File: src/rtl/led_pattern_seq.sv
// led_pattern_seq: button-selectable animated pattern generator for the five user LEDs.
// The input path is a push-button synchronizer and debouncer. A step prescaler sets the
// animation rate. A four-mode sequencer FSM produces the pattern, and the LED outputs are
// registered.
// Optional macro LEDSEQ_PWM_EN adds a 4-bit brightness input and a PWM gate on the LEDs.
module led_pattern_seq #(
  parameter int STEP_DIV  = 3000000,
  parameter int DB_CYCLES = 120000
) (
  input  logic       clk,
  input  logic       rst_n,
  input  logic       btn,
  input  logic       en,
  output logic [1:0] mode,
  output logic       LED0,
  output logic       LED1,
  output logic       LED2,
  output logic       LED3,
  output logic       LED4
`ifdef LEDSEQ_PWM_EN
  ,
  input  logic [3:0] bright
`endif
);

  localparam int PW = (STEP_DIV > 2) ? $clog2(STEP_DIV) : 1;
  localparam int DW = (DB_CYCLES > 2) ? $clog2(DB_CYCLES) : 1;

  localparam logic [PW-1:0] PRESC_LAST = PW'(STEP_DIV - 1);
  localparam logic [DW-1:0] DB_LAST    = DW'(DB_CYCLES - 1);

  localparam logic [4:0] SEED_STATIC = 5'b10101;
  localparam logic [4:0] SEED_SHIFT  = 5'b00001;
  localparam logic [4:0] SEED_BOUNCE = 5'b00001;
  localparam logic [4:0] SEED_BLINK  = 5'b11111;

  localparam logic DIR_UP   = 1'b0;
  localparam logic DIR_DOWN = 1'b1;

  typedef enum logic [1:0] {
    ST_STATIC = 2'd0,
    ST_SHIFT  = 2'd1,
    ST_BOUNCE = 2'd2,
    ST_BLINK  = 2'd3
  } state_t;

  // Button synchronizer and debouncer.
  logic          r_sync_p0;
  logic          r_sync_p1;
  logic [DW-1:0] r_db_cnt;
  logic          r_btn_stable;
  logic          r_btn_prev;
  logic          r_btn_evt;

  // Sequencer state.
  state_t        r_state;
  logic [4:0]    r_pat;
  logic          r_dir;
  logic [PW-1:0] r_presc;

  // Next-state values.
  state_t        w_state_nxt;
  logic [4:0]    w_pat_nxt;
  logic          w_dir_nxt;
  logic [PW-1:0] w_presc_nxt;
  logic          w_tick;
  logic [4:0]    w_led;

  // Returns the pattern loaded when a mode is entered.
  function automatic logic [4:0] seed_of(input state_t s);
    logic [4:0] v;
    case (s)
      ST_STATIC: v = SEED_STATIC;
      ST_SHIFT:  v = SEED_SHIFT;
      ST_BOUNCE: v = SEED_BOUNCE;
      default:   v = SEED_BLINK;
    endcase
    return v;
  endfunction

  // Two-flop synchronizer for the asynchronous button input.
  always_ff @(posedge clk or negedge rst_n) begin
    if (!rst_n) begin
      r_sync_p0 <= 1'b0;
      r_sync_p1 <= 1'b0;
    end else begin
      r_sync_p0 <= btn;
      r_sync_p1 <= r_sync_p0;
    end
  end

  // The stable level follows the synced level only after it has differed for DB_CYCLES
  // consecutive cycles. Any return to the stable level restarts the count.
  always_ff @(posedge clk or negedge rst_n) begin
    if (!rst_n) begin
      r_db_cnt     <= '0;
      r_btn_stable <= 1'b0;
    end else if (r_sync_p1 != r_btn_stable) begin
      if (r_db_cnt == DB_LAST) begin
        r_btn_stable <= r_sync_p1;
        r_db_cnt     <= '0;
      end else begin
        r_db_cnt <= r_db_cnt + DW'(1);
      end
    end else begin
      r_db_cnt <= '0;
    end
  end

  // Registered rising-edge detect of the debounced level. A release produces no event.
  always_ff @(posedge clk or negedge rst_n) begin
    if (!rst_n) begin
      r_btn_prev <= 1'b0;
      r_btn_evt  <= 1'b0;
    end else begin
      r_btn_prev <= r_btn_stable;
      r_btn_evt  <= r_btn_stable & ~r_btn_prev;
    end
  end

  // Sequencer state register: mode, pattern, bounce direction and step prescaler.
  always_ff @(posedge clk or negedge rst_n) begin
    if (!rst_n) begin
      r_state <= ST_STATIC;
      r_pat   <= SEED_STATIC;
      r_dir   <= DIR_UP;
      r_presc <= '0;
    end else begin
      r_state <= w_state_nxt;
      r_pat   <= w_pat_nxt;
      r_dir   <= w_dir_nxt;
      r_presc <= w_presc_nxt;
    end
  end

  // Next-state logic. A button event takes priority and swallows a coincident tick.
  always_comb begin
    w_tick      = en && (r_presc == PRESC_LAST);
    w_state_nxt = r_state;
    w_pat_nxt   = r_pat;
    w_dir_nxt   = r_dir;
    w_presc_nxt = r_presc;

    if (en) begin
      w_presc_nxt = w_tick ? '0 : (r_presc + PW'(1));
    end

    if (r_btn_evt) begin
      case (r_state)
        ST_STATIC: w_state_nxt = ST_SHIFT;
        ST_SHIFT:  w_state_nxt = ST_BOUNCE;
        ST_BOUNCE: w_state_nxt = ST_BLINK;
        default:   w_state_nxt = ST_STATIC;
      endcase
      w_pat_nxt   = seed_of(w_state_nxt);
      w_dir_nxt   = DIR_UP;
      w_presc_nxt = '0;
    end else if (w_tick) begin
      case (r_state)
        ST_SHIFT: begin
          w_pat_nxt = {r_pat[3:0], r_pat[4]};
        end
        ST_BOUNCE: begin
          // The end positions turn around immediately, so each end is lit for one step only.
          if (r_dir == DIR_UP) begin
            if (r_pat == 5'b10000) begin
              w_dir_nxt = DIR_DOWN;
              w_pat_nxt = 5'b01000;
            end else begin
              w_pat_nxt = {r_pat[3:0], 1'b0};
            end
          end else begin
            if (r_pat == 5'b00001) begin
              w_dir_nxt = DIR_UP;
              w_pat_nxt = 5'b00010;
            end else begin
              w_pat_nxt = {1'b0, r_pat[4:1]};
            end
          end
        end
        ST_BLINK: begin
          w_pat_nxt = ~r_pat;
        end
        default: begin
          w_pat_nxt = r_pat;
        end
      endcase
    end
  end

`ifdef LEDSEQ_PWM_EN
  logic [3:0] r_pwm_cnt;
  logic [4:0] r_led;

  // Free-running PWM counter. The LED register gates the next pattern with the duty compare.
  always_ff @(posedge clk or negedge rst_n) begin
    if (!rst_n) begin
      r_pwm_cnt <= 4'd0;
      r_led     <= SEED_STATIC;
    end else begin
      r_pwm_cnt <= r_pwm_cnt + 4'd1;
      r_led     <= w_pat_nxt & {5{r_pwm_cnt < bright}};
    end
  end

  assign w_led = r_led;
`else
  assign w_led = r_pat;
`endif

  assign mode = r_state;
  assign LED0 = w_led[0];
  assign LED1 = w_led[1];
  assign LED2 = w_led[2];
  assign LED3 = w_led[3];
  assign LED4 = w_led[4];

endmodule
File: config.mk
export PLATFORM = sky130hd
export DESIGN_NAME = led_pattern_seq
export DESIGN_NICKNAME = d
export VERILOG_FILES = /design/src/rtl/led_pattern_seq.sv
export SDC_FILE = /design/constraint.sdc
export NUM_CORES = 1
export LEC_CHECK = 0
export CORE_ASPECT_RATIO = 1.25
export CORE_UTILIZATION = 55
export CTS_CLUSTER_SIZE = 40
export DETAILED_ROUTE_END_ITERATION = 8
export PLACE_DENSITY = 0.79
export SLEW_MARGIN = 20
export SYNTH_ARGS = -nofsm -noshare
export SYNTH_HDL_FRONTEND = slang
export SYNTH_SLANG_ARGS = --single-unit
export TNS_END_PERCENT = 10
File: constraint.sdc
create_clock -name clk -period 2 [get_ports clk]
set_input_delay 0.4 -clock clk [delete_from_list [all_inputs] [get_ports clk]]
set_output_delay 0.4 -clock clk [all_outputs]
set_load 0.01 [all_outputs]
; Word level (Yosys, flattened, before mapping)
; Index checks and enable logic that the tools add are counted.
[word_totals]
register_bits = 52
in_bits = 4
output_inout_bits = 7
wordCells = 56
[classes]
addsub = 2
n_eq_ne = 10
muxes = 20
bitwise_logic = 3
reduce_logical = 11
[ops]
columns = op, n
row1 = two-way mux 22 bit, 3
row2 = two-way mux 17 bit, 2
row3 = "adder 22 x 1 -> 22 bit, second input constant", 1
row4 = "equality test 22 bit, second input constant", 1
row5 = two-way mux 5 bit, 4
row6 = "adder 17 x 1 -> 17 bit, second input constant", 1
row7 = "equality test 17 bit, second input constant", 1
row8 = one-hot mux 5 bit (3 select lines), 1
row9 = one-hot mux 5 bit (2 select lines), 1
row10 = "equality test 2 bit, second input constant", 3
row11 = two-way mux 1 bit, 6
row12 = one-hot mux 2 bit (3 select lines), 1
row13 = AND reduction 2 bit, 3
row14 = nonzero test 2 bit, 3
row15 = "equality test 5 x 1 -> 1 bit, second input constant", 1
row16 = "equality test 5 bit, second input constant", 1
row17 = inverter 5 bit, 1
row18 = "equality test 2 x 1 -> 1 bit, second input constant", 2
row19 = zero test 2 bit, 2
row20 = two-way mux 4 bit, 1
row21 = nonzero test 4 bit, 1
row22 = two-way mux 2 bit, 1
row23 = OR reduction 2 bit, 1
row24 = AND 1 bit, 1
row25 = other kinds (3), 3

; Longest topological paths before layout
; Gate-level depths: netlist of the first run.
[depth]
word_depth = 7
ltp_mapped = 7
mapped_depth_nobuf = 6

; Worst setup path before layout of the first run
; No wires, ideal clock.
[synth_timing]
kind = register to register
start = register r_presc[11]
end = register r_dir
setup_ns = 0.104
arrival_time_ns = 1.812
required_ns = 1.896
slack_ns = 0.085
path_stages_with_launch = 6
n_path_buf = 1
synth_period_minus_slack_ns = 1.915
cell_sequence = dfrtp_1 > or3_1 > or4_1 > buf_2 > or2_4 > o41ai_2
[synth_between]
elab_chain_len = 4
[synth_rtl]
columns = element, line_no
row1 = from (decl), 59  ; logic [PW-1:0] r_presc;
row2 = from (signal assigned), 132  ; r_presc <= w_presc_nxt;
row3 = equality test 22 bit, 138  ; w_tick = en && (r_presc == PRESC_LAST);
row4 = logical AND 1 bit, 138
row5 = nonzero test 2 bit (no source line), n/a
row6 = AND reduction 2 bit (no source line), n/a
row7 = to (signal assigned), 131  ; r_dir <= w_dir_nxt;
row8 = to (decl), 58  ; logic r_dir;
; No other way between the ends.
; A chain may end at the register's enable or synchronous reset.

; Final worst setup path of the first run
[layout_timing]
start = register r_presc[13]
end = register r_presc[14]
[layout_between]
elab_chain_len = 5
elab_cells_between_ends = 6
cone_classes = add/sub (1) / eq/ne (1) / mux (3) / reduce/logical (1)
[layout_rtl]
columns = element, line_no
row1 = branches (longest 2 deep; another with adder 22 x 1 -> 22 bit), n/a
row2 = two-way mux 22 bit (*), 145  ; w_presc_nxt = w_tick ? '0 : (r_presc + PW'(1));
row3 = two-way mux 22 bit (*), 144  ; if (en) begin
row4 = two-way mux 22 bit (*), 148  ; if (r_btn_evt) begin
; Mark *: on every way between the ends. The select of a mux whose other input is x is not followed.

==> metrics.txt, run 1 <==
outcome=finished clean; grt total ovfl=0; internal power=1.467 mW; die width=67.68 um; maximum vdd drop=roughly 0.52 mV; GP Congestion=0.8480; RSZ-0062 raised after global routing=false; number of flops mapped to enable cells by yosys=0; # H-tree levels=2; post-placement worst setup slack=-0.3063 ns; Syn Area/Cell=roughly 9.4 um2; Finished Layout Cells=between 400 and 500; Clk pwr share=0.298; Residual DRC=0; top_reg_cell synth=dfrtp_1; Async SR Flop Fraction=1.000; 1st-iter DRT viols=214; via density per instance=5.998; row cnt=29; Starting Density=0.5796; DP Area=around 0.0034 mm2; CTS tree=yes; Setup-failing EPs final=0; buffer count from post-CTS setup fixing=0; yosys warns=0; critical path type=reg -> reg; Ports=11; clk_lat worst skew=0.31 ns; Seq/Total Area, Yosys=0.4401; final worst-path setup slack=0.07670 ns; Synth area leader=dfrtp_1; Ant. Diodes=0; maximum achievable frequency=519.9 MHz; commonest non-fill, non-tap cell in the layout=dfrtp_1; DP Wirelength=4586 um; final instance area=0.003518 mm2; Post-Place Cells=411; combinational group share of total power=0.124; post-synth top area share=0.4135; Final period util=0.9616; Max-cap violations=0; All-Layer GR Usage=0.2566; Arr. time, crit path=2.11 ns; post-synthesis cell count=315; Worst Setup End Kind=flop; Worst setup SP type=flop; leakage=1.477 nW; CP Cell Sequence=or3_1 > or4_4 > buf_6 > buf_4 > o211ai_1 > mux2i_1; Worst Path Max Fanout=13; clock sinks=52; Reg clk slew, reported paths=0.10 ns; sequential fraction of design power=0.577; WL per Instance=about 16 um; number of iterations in the first detailed-routing pass=4; sw frac=0.2667; syn_nets=325; Worst slew margin=0.7049; Setup TNS Final=0 ns; CP max stage delay=0.43 ns; overall power=2.001 mW; Final Critical Period=slightly below 2 ns; worst hold path type=in -> async; largest net degree at the start of global routing=37; post-route ant nets=0; WP data required=2.19 ns; Total Die Area=about 0.0057 mm2; number of port buffers=10; Area Growth Syn to Fin=18.65%; vias in the first global route=2483; first-pass GRT wire length=11210 um; Max clock buf depth=2; count of cell types in the netlist=53; final hold violation count=0; proportion of layout cells with a drive suffix above 1=0.2129; Num CTS Buffers=5; Cell Pwr Density=568.7 mW/mm2; Final Slew Violations=0; Setup Skew=roughly 0.014 ns; commonest non-fill, non-tap cells in the layout=dfrtp_1 (48), buf_4 (36), nor2_1 (30); DR vias=2513; most area-consuming cells after synthesis=dfrtp_1 (41%), nor2_1 (3.8%), nand2_1 (3.5%), xor2_1 (3.2%), xnor2_1 (3.0%); Critical-path top delay cell=or4_4; #FFs+latches synth=52; mapped cell area=0.002965 mm2; Post-Route WL=6564 um; CTS Root Buffer Type=clkbuf_8; worst slew pin tran=0.4427 ns; nets=366; core footprint=approximately 0.0051 mm2; initial antenna violation count=0; P_sw=between 0.5 and 0.6 mW; Die Span Y=84.10 um
[per-stage QoR]
stage,util,hold WS [ns]
detailed placement,0.6625,0.3496
global placement,0.6625,0.3342
finish,0.6877,0.02000
floorplan,-,0.1044
global route,0.6877,0.03309
CTS,0.6804,0.02914
[synthesized netlist by cell type, types with 2 or more instances]
library cell   n
ha_1           6
clkbuf_1       8
nand4bb_1      2
o2111ai_1      6
nor3_1         8
buf_2          5
nor2b_1        6
inv_1          8
a21oi_1       16
dfstp_2        3
o211a_1        3
nand4_1        6
and3_1         3
o21ai_0       14
nor4_1         5
a2111o_1       2
mux2i_1        2
nand2b_1       4
or4_1          7
mux2_2         4
nor3b_1        2
xnor2_1       10
nand3_1       15
or2_2          4
xor2_1        11
o211ai_1       5
or3_1         10
and4_1         3
o21ai_1        2
and2_1         2
o31ai_1        4
dfrtp_1       49
nor4b_1        3
a22oi_1        2
nand2_1       28
nor2_1        30
[timing repair]
item / 4_1_cts / 5_1_grt
endpoints found under the setup margin: 3 / 17
hold buffers: 0 / 0
pin swaps: 0 / 0
gates resized for setup: 1 / 10
[cells by family (layout without fill, tap and decap cells)]
group                      after synthesis  in the layout  share of synthesized area
and+or+nand+nor                        144            144                     0.2641
adders and majority gates                6              6                    0.02532
xor gates and xnor gates                21             21                    0.06202
muxes                                    6              6                    0.02194
DFF                                     52             52                     0.4401
buffers and inverters                   23             65                    0.03249
AOI/OAI and AO/OA                       63             63                     0.1540
[routing by layer]
layer  routed length, um  up-vias  part of all wire  GRT usage
met5                   0        -                 0          0
met4                 108        0             0.016    0.08317
met3                 202       12             0.031    0.04645
met2                3429       47              0.52     0.4347
met1                2824     1219              0.43     0.3191
li1                    -     1235                 -          -
[state kept, by name (all words and copies together) (netlist names)]
name,count
mode,2
r_pat,5
r_dir,1
r_db_cnt,17
r_btn_stable,1
r_btn_evt,1
r_btn_prev,1
r_presc,22
r_sync_p1,1
r_sync_p0,1
[worst max-delay path: cells and delay by family, from the launching register on]
kind / cells / cell delay [ns]
multiplexers: 1 / 0.10
flip-flops: 1 / 0.39
AND/OR/NAND/NOR: 2 / 0.83
buffers and inverters: 2 / 0.32
AO/OA/AOI/OAI: 1 / 0.18
[cell type report]
class	instances	area, um2
repair buffers	49	419.2
fillers	388	1598
well taps	62	77.57
clock buffers	5	68.82
inverters	8	30.03
multi-input cells	240	1598
flip-flops and latches	52	1306
clock inverters	3	18.77
[path summary, 6_finish.rpt]
check	slack (ns)	cells past startpoint	endpoint	start
setup / recovery	0.08	6	r_presc[14]	r_presc[13]
hold reg to reg	0.38	0	r_sync_p1	r_sync_p0
setup reg to reg	0.08	6	r_presc[14]	r_presc[13]
max in group asynchronous	1.40	2	r_pat[4]	rst_n
min in group clk	0.38	0	r_sync_p1	r_sync_p0
hold / removal	0.02	1	r_dir	rst_n
[power groups by stage]
stage               Clock [mW]  Sequential, mW  Combinational [mW]
floorplan                    0            1.19               0.104
global placement             0            1.17               0.239
detailed placement           0            1.17               0.246
CTS                      0.609            1.15               0.252
global route             0.659            1.17               0.280
finish                   0.597            1.16               0.249
Note: power is estimated with default switching activity, not from simulation.
==> run 2, diff against run 1 <==
--- a/config.mk
+++ b/config.mk
@@ -6,10 +6,10 @@
 export NUM_CORES = 1
 export LEC_CHECK = 0
 export CORE_ASPECT_RATIO = 1.25
-export CORE_UTILIZATION = 55
+export CORE_UTILIZATION = 60
 export CTS_CLUSTER_SIZE = 40
 export DETAILED_ROUTE_END_ITERATION = 8
-export PLACE_DENSITY = 0.79
+export PLACE_DENSITY = 0.82
 export SLEW_MARGIN = 20
 export SYNTH_ARGS = -nofsm -noshare
 export SYNTH_HDL_FRONTEND = slang
==> constraint.sdc (replaced) <==
create_clock -name clk -period 1.8 [get_ports clk]
set_input_delay 0.36 -clock clk [delete_from_list [all_inputs] [get_ports clk]]
set_output_delay 0.36 -clock clk [all_outputs]
set_load 0.01 [all_outputs]
==> metrics.txt, run 2 (same netlist as run 1, synthesis figures left out) <==
Reg clk slew, reported paths=0.10 ns; Die Span Y=80.60 um; number of iterations in the first detailed-routing pass=5; initial antenna violation count=0; Setup-failing EPs final=24; # H-tree levels=2; Setup Skew=around 0.015 ns; nets=around 390; CTS tree=yes; WP data required=2.02 ns; Num CTS Buffers=5; Final Critical Period=1.944 ns; final hold violation count=0; Max-cap violations=0; worst hold path type=in -> async; DR vias=2862; All-Layer GR Usage=0.3051; Worst Path Max Fanout=5; max reg flops=22; WL per Instance=18.68 um; Ant. Diodes=0; proportion of layout cells with a drive suffix above 1=0.3307; vias in the first global route=2764; GP Congestion=around 0.86; Area Growth Syn to Fin=31.98%; Final period util=1.080; RSZ-0062 raised after global routing=true; top flop regs=r_presc: 22 flops, r_db_cnt: 17 flops, r_pat: 5 flops; row cnt=28; commonest non-fill, non-tap cell in the layout=buf_4; Hold Buf Count CTS=0; Post-Place Cells=roughly 440; critical path type=reg -> reg; Residual DRC=0; core footprint=0.004730 mm2; maximum achievable frequency=514.3 MHz; Reg with most FFs=r_presc; multi-input combinational cell area=~0.0018 mm2; violated checks=negative setup slack; post-placement worst setup slack=-0.4508 ns; commonest non-fill, non-tap cells in the layout=buf_4 (60), dfrtp_1 (46), nor2_1 (30); DP Wirelength=about 5000 um; Cell Pwr Density=633.4 mW/mm2; clk_lat worst skew=approximately 0.32 ns; Post-Route WL=8293 um; Worst slew margin=0.6630; number of port buffers=10; Reg2Reg Depth=4; Worst setup SP type=flop; Worst Setup End Kind=flop; largest net degree at the start of global routing=53; grt total ovfl=0; Total Die Area=0.005229 mm2; CP Launch Point=r_presc[13]; Finished Layout Cells=approximately 440; maximum vdd drop=0.5911 mV; Max clock buf depth=2; worst slew pin tran=0.5050 ns; 1st-iter DRT viols=520; via density per instance=6.446; final worst-path setup slack=-0.1442 ns; worst reg2reg setup slack=-0.14 ns; CTS Root Buffer Type=clkbuf_8; first-pass GRT wire length=approximately 12000 um; Fillers=264; outcome=finished with violations; Starting Density=0.6270; leakage=1.650 nW; Arr. time, crit path=between 2 and 2.5 ns; r2r endpoint=r_dir; Layout Utilization=0.8275; Final Slew Violations=0; post-route ant nets=0; reg2reg start=r_presc[13]; die width=around 65 um; Ports=11; clock sinks=52; Sequential Area=0.001309 mm2
## run 2: changes by cell type in the layout (fill, tap and decap cells not counted), moves of 3 or more
cell             delta
o2111ai_2           +3
clkdlybuf4s50_1     -3
dlygate4sd2_1       +3
buf_4              +24
o2111ai_1           -5
or4_1               -3
or4_4               +3
buf_6               +3
ha_1                -4
## run 2: through the flow
stage	cell area [um2]	setup TNS [ns]	hold WS [ns]	total power, mW
after floorplan	2972	-1.052	0.06441	1.435
after global placement	3587	-8.965	0.3340	1.599
after detailed placement	3587	-9.284	0.3484	1.618
after CTS	3791	-1.311	0.03800	2.443
after global routing	3914	-3.151	0.04773	2.547
final	3914	-2.190	0.004470	2.479
## run 2: worst max-delay path, cell delays in order (launching register included)
cell	delay [ns]
dfrtp_1	0.40
or3_4	0.40
or4_4	0.45
or2_4	0.28
o41ai_2	0.31
## run 2: power by group
group	switching (mW)	internal [mW]	total, mW
logic	0.217	0.169	0.386
registers	0.0443	1.23	1.27
clock network	0.408	0.412	0.820
total	0.669	1.81	2.48
## run 2: area by class of cell
cell class	count	share of cell area
multi-input cells	240	0.4495
flip-flops and latches	52	0.3344
repair buffers	76	0.1608
well taps	60	0.01918
clock buffers	5	0.01758
clock inverters	3	0.01087
inverters	8	0.007673
## run 2: what timing repair did
action                                  in CTS  in global routing
pin swaps                                   11                  8
endpoints found under the setup margin      31                 46
setup buffers                                0                  1
cloned                                       0                  0
resized for setup                           20                 27
## run 2: layer usage
metal,global-route usage,share of wire,up-vias
met3,0.03977,0.050,22
met1,0.3499,0.39,1413
met5,0,0,-
li1,-,-,1292
met4,0.1511,0.029,0
met2,0.5490,0.53,135
## run 2: worst max path at each step
stage | to
global placement | r_dir
floorplan | r_dir
detailed placement | r_dir
global route | r_presc[16]
CTS | r_dir
finish | r_dir
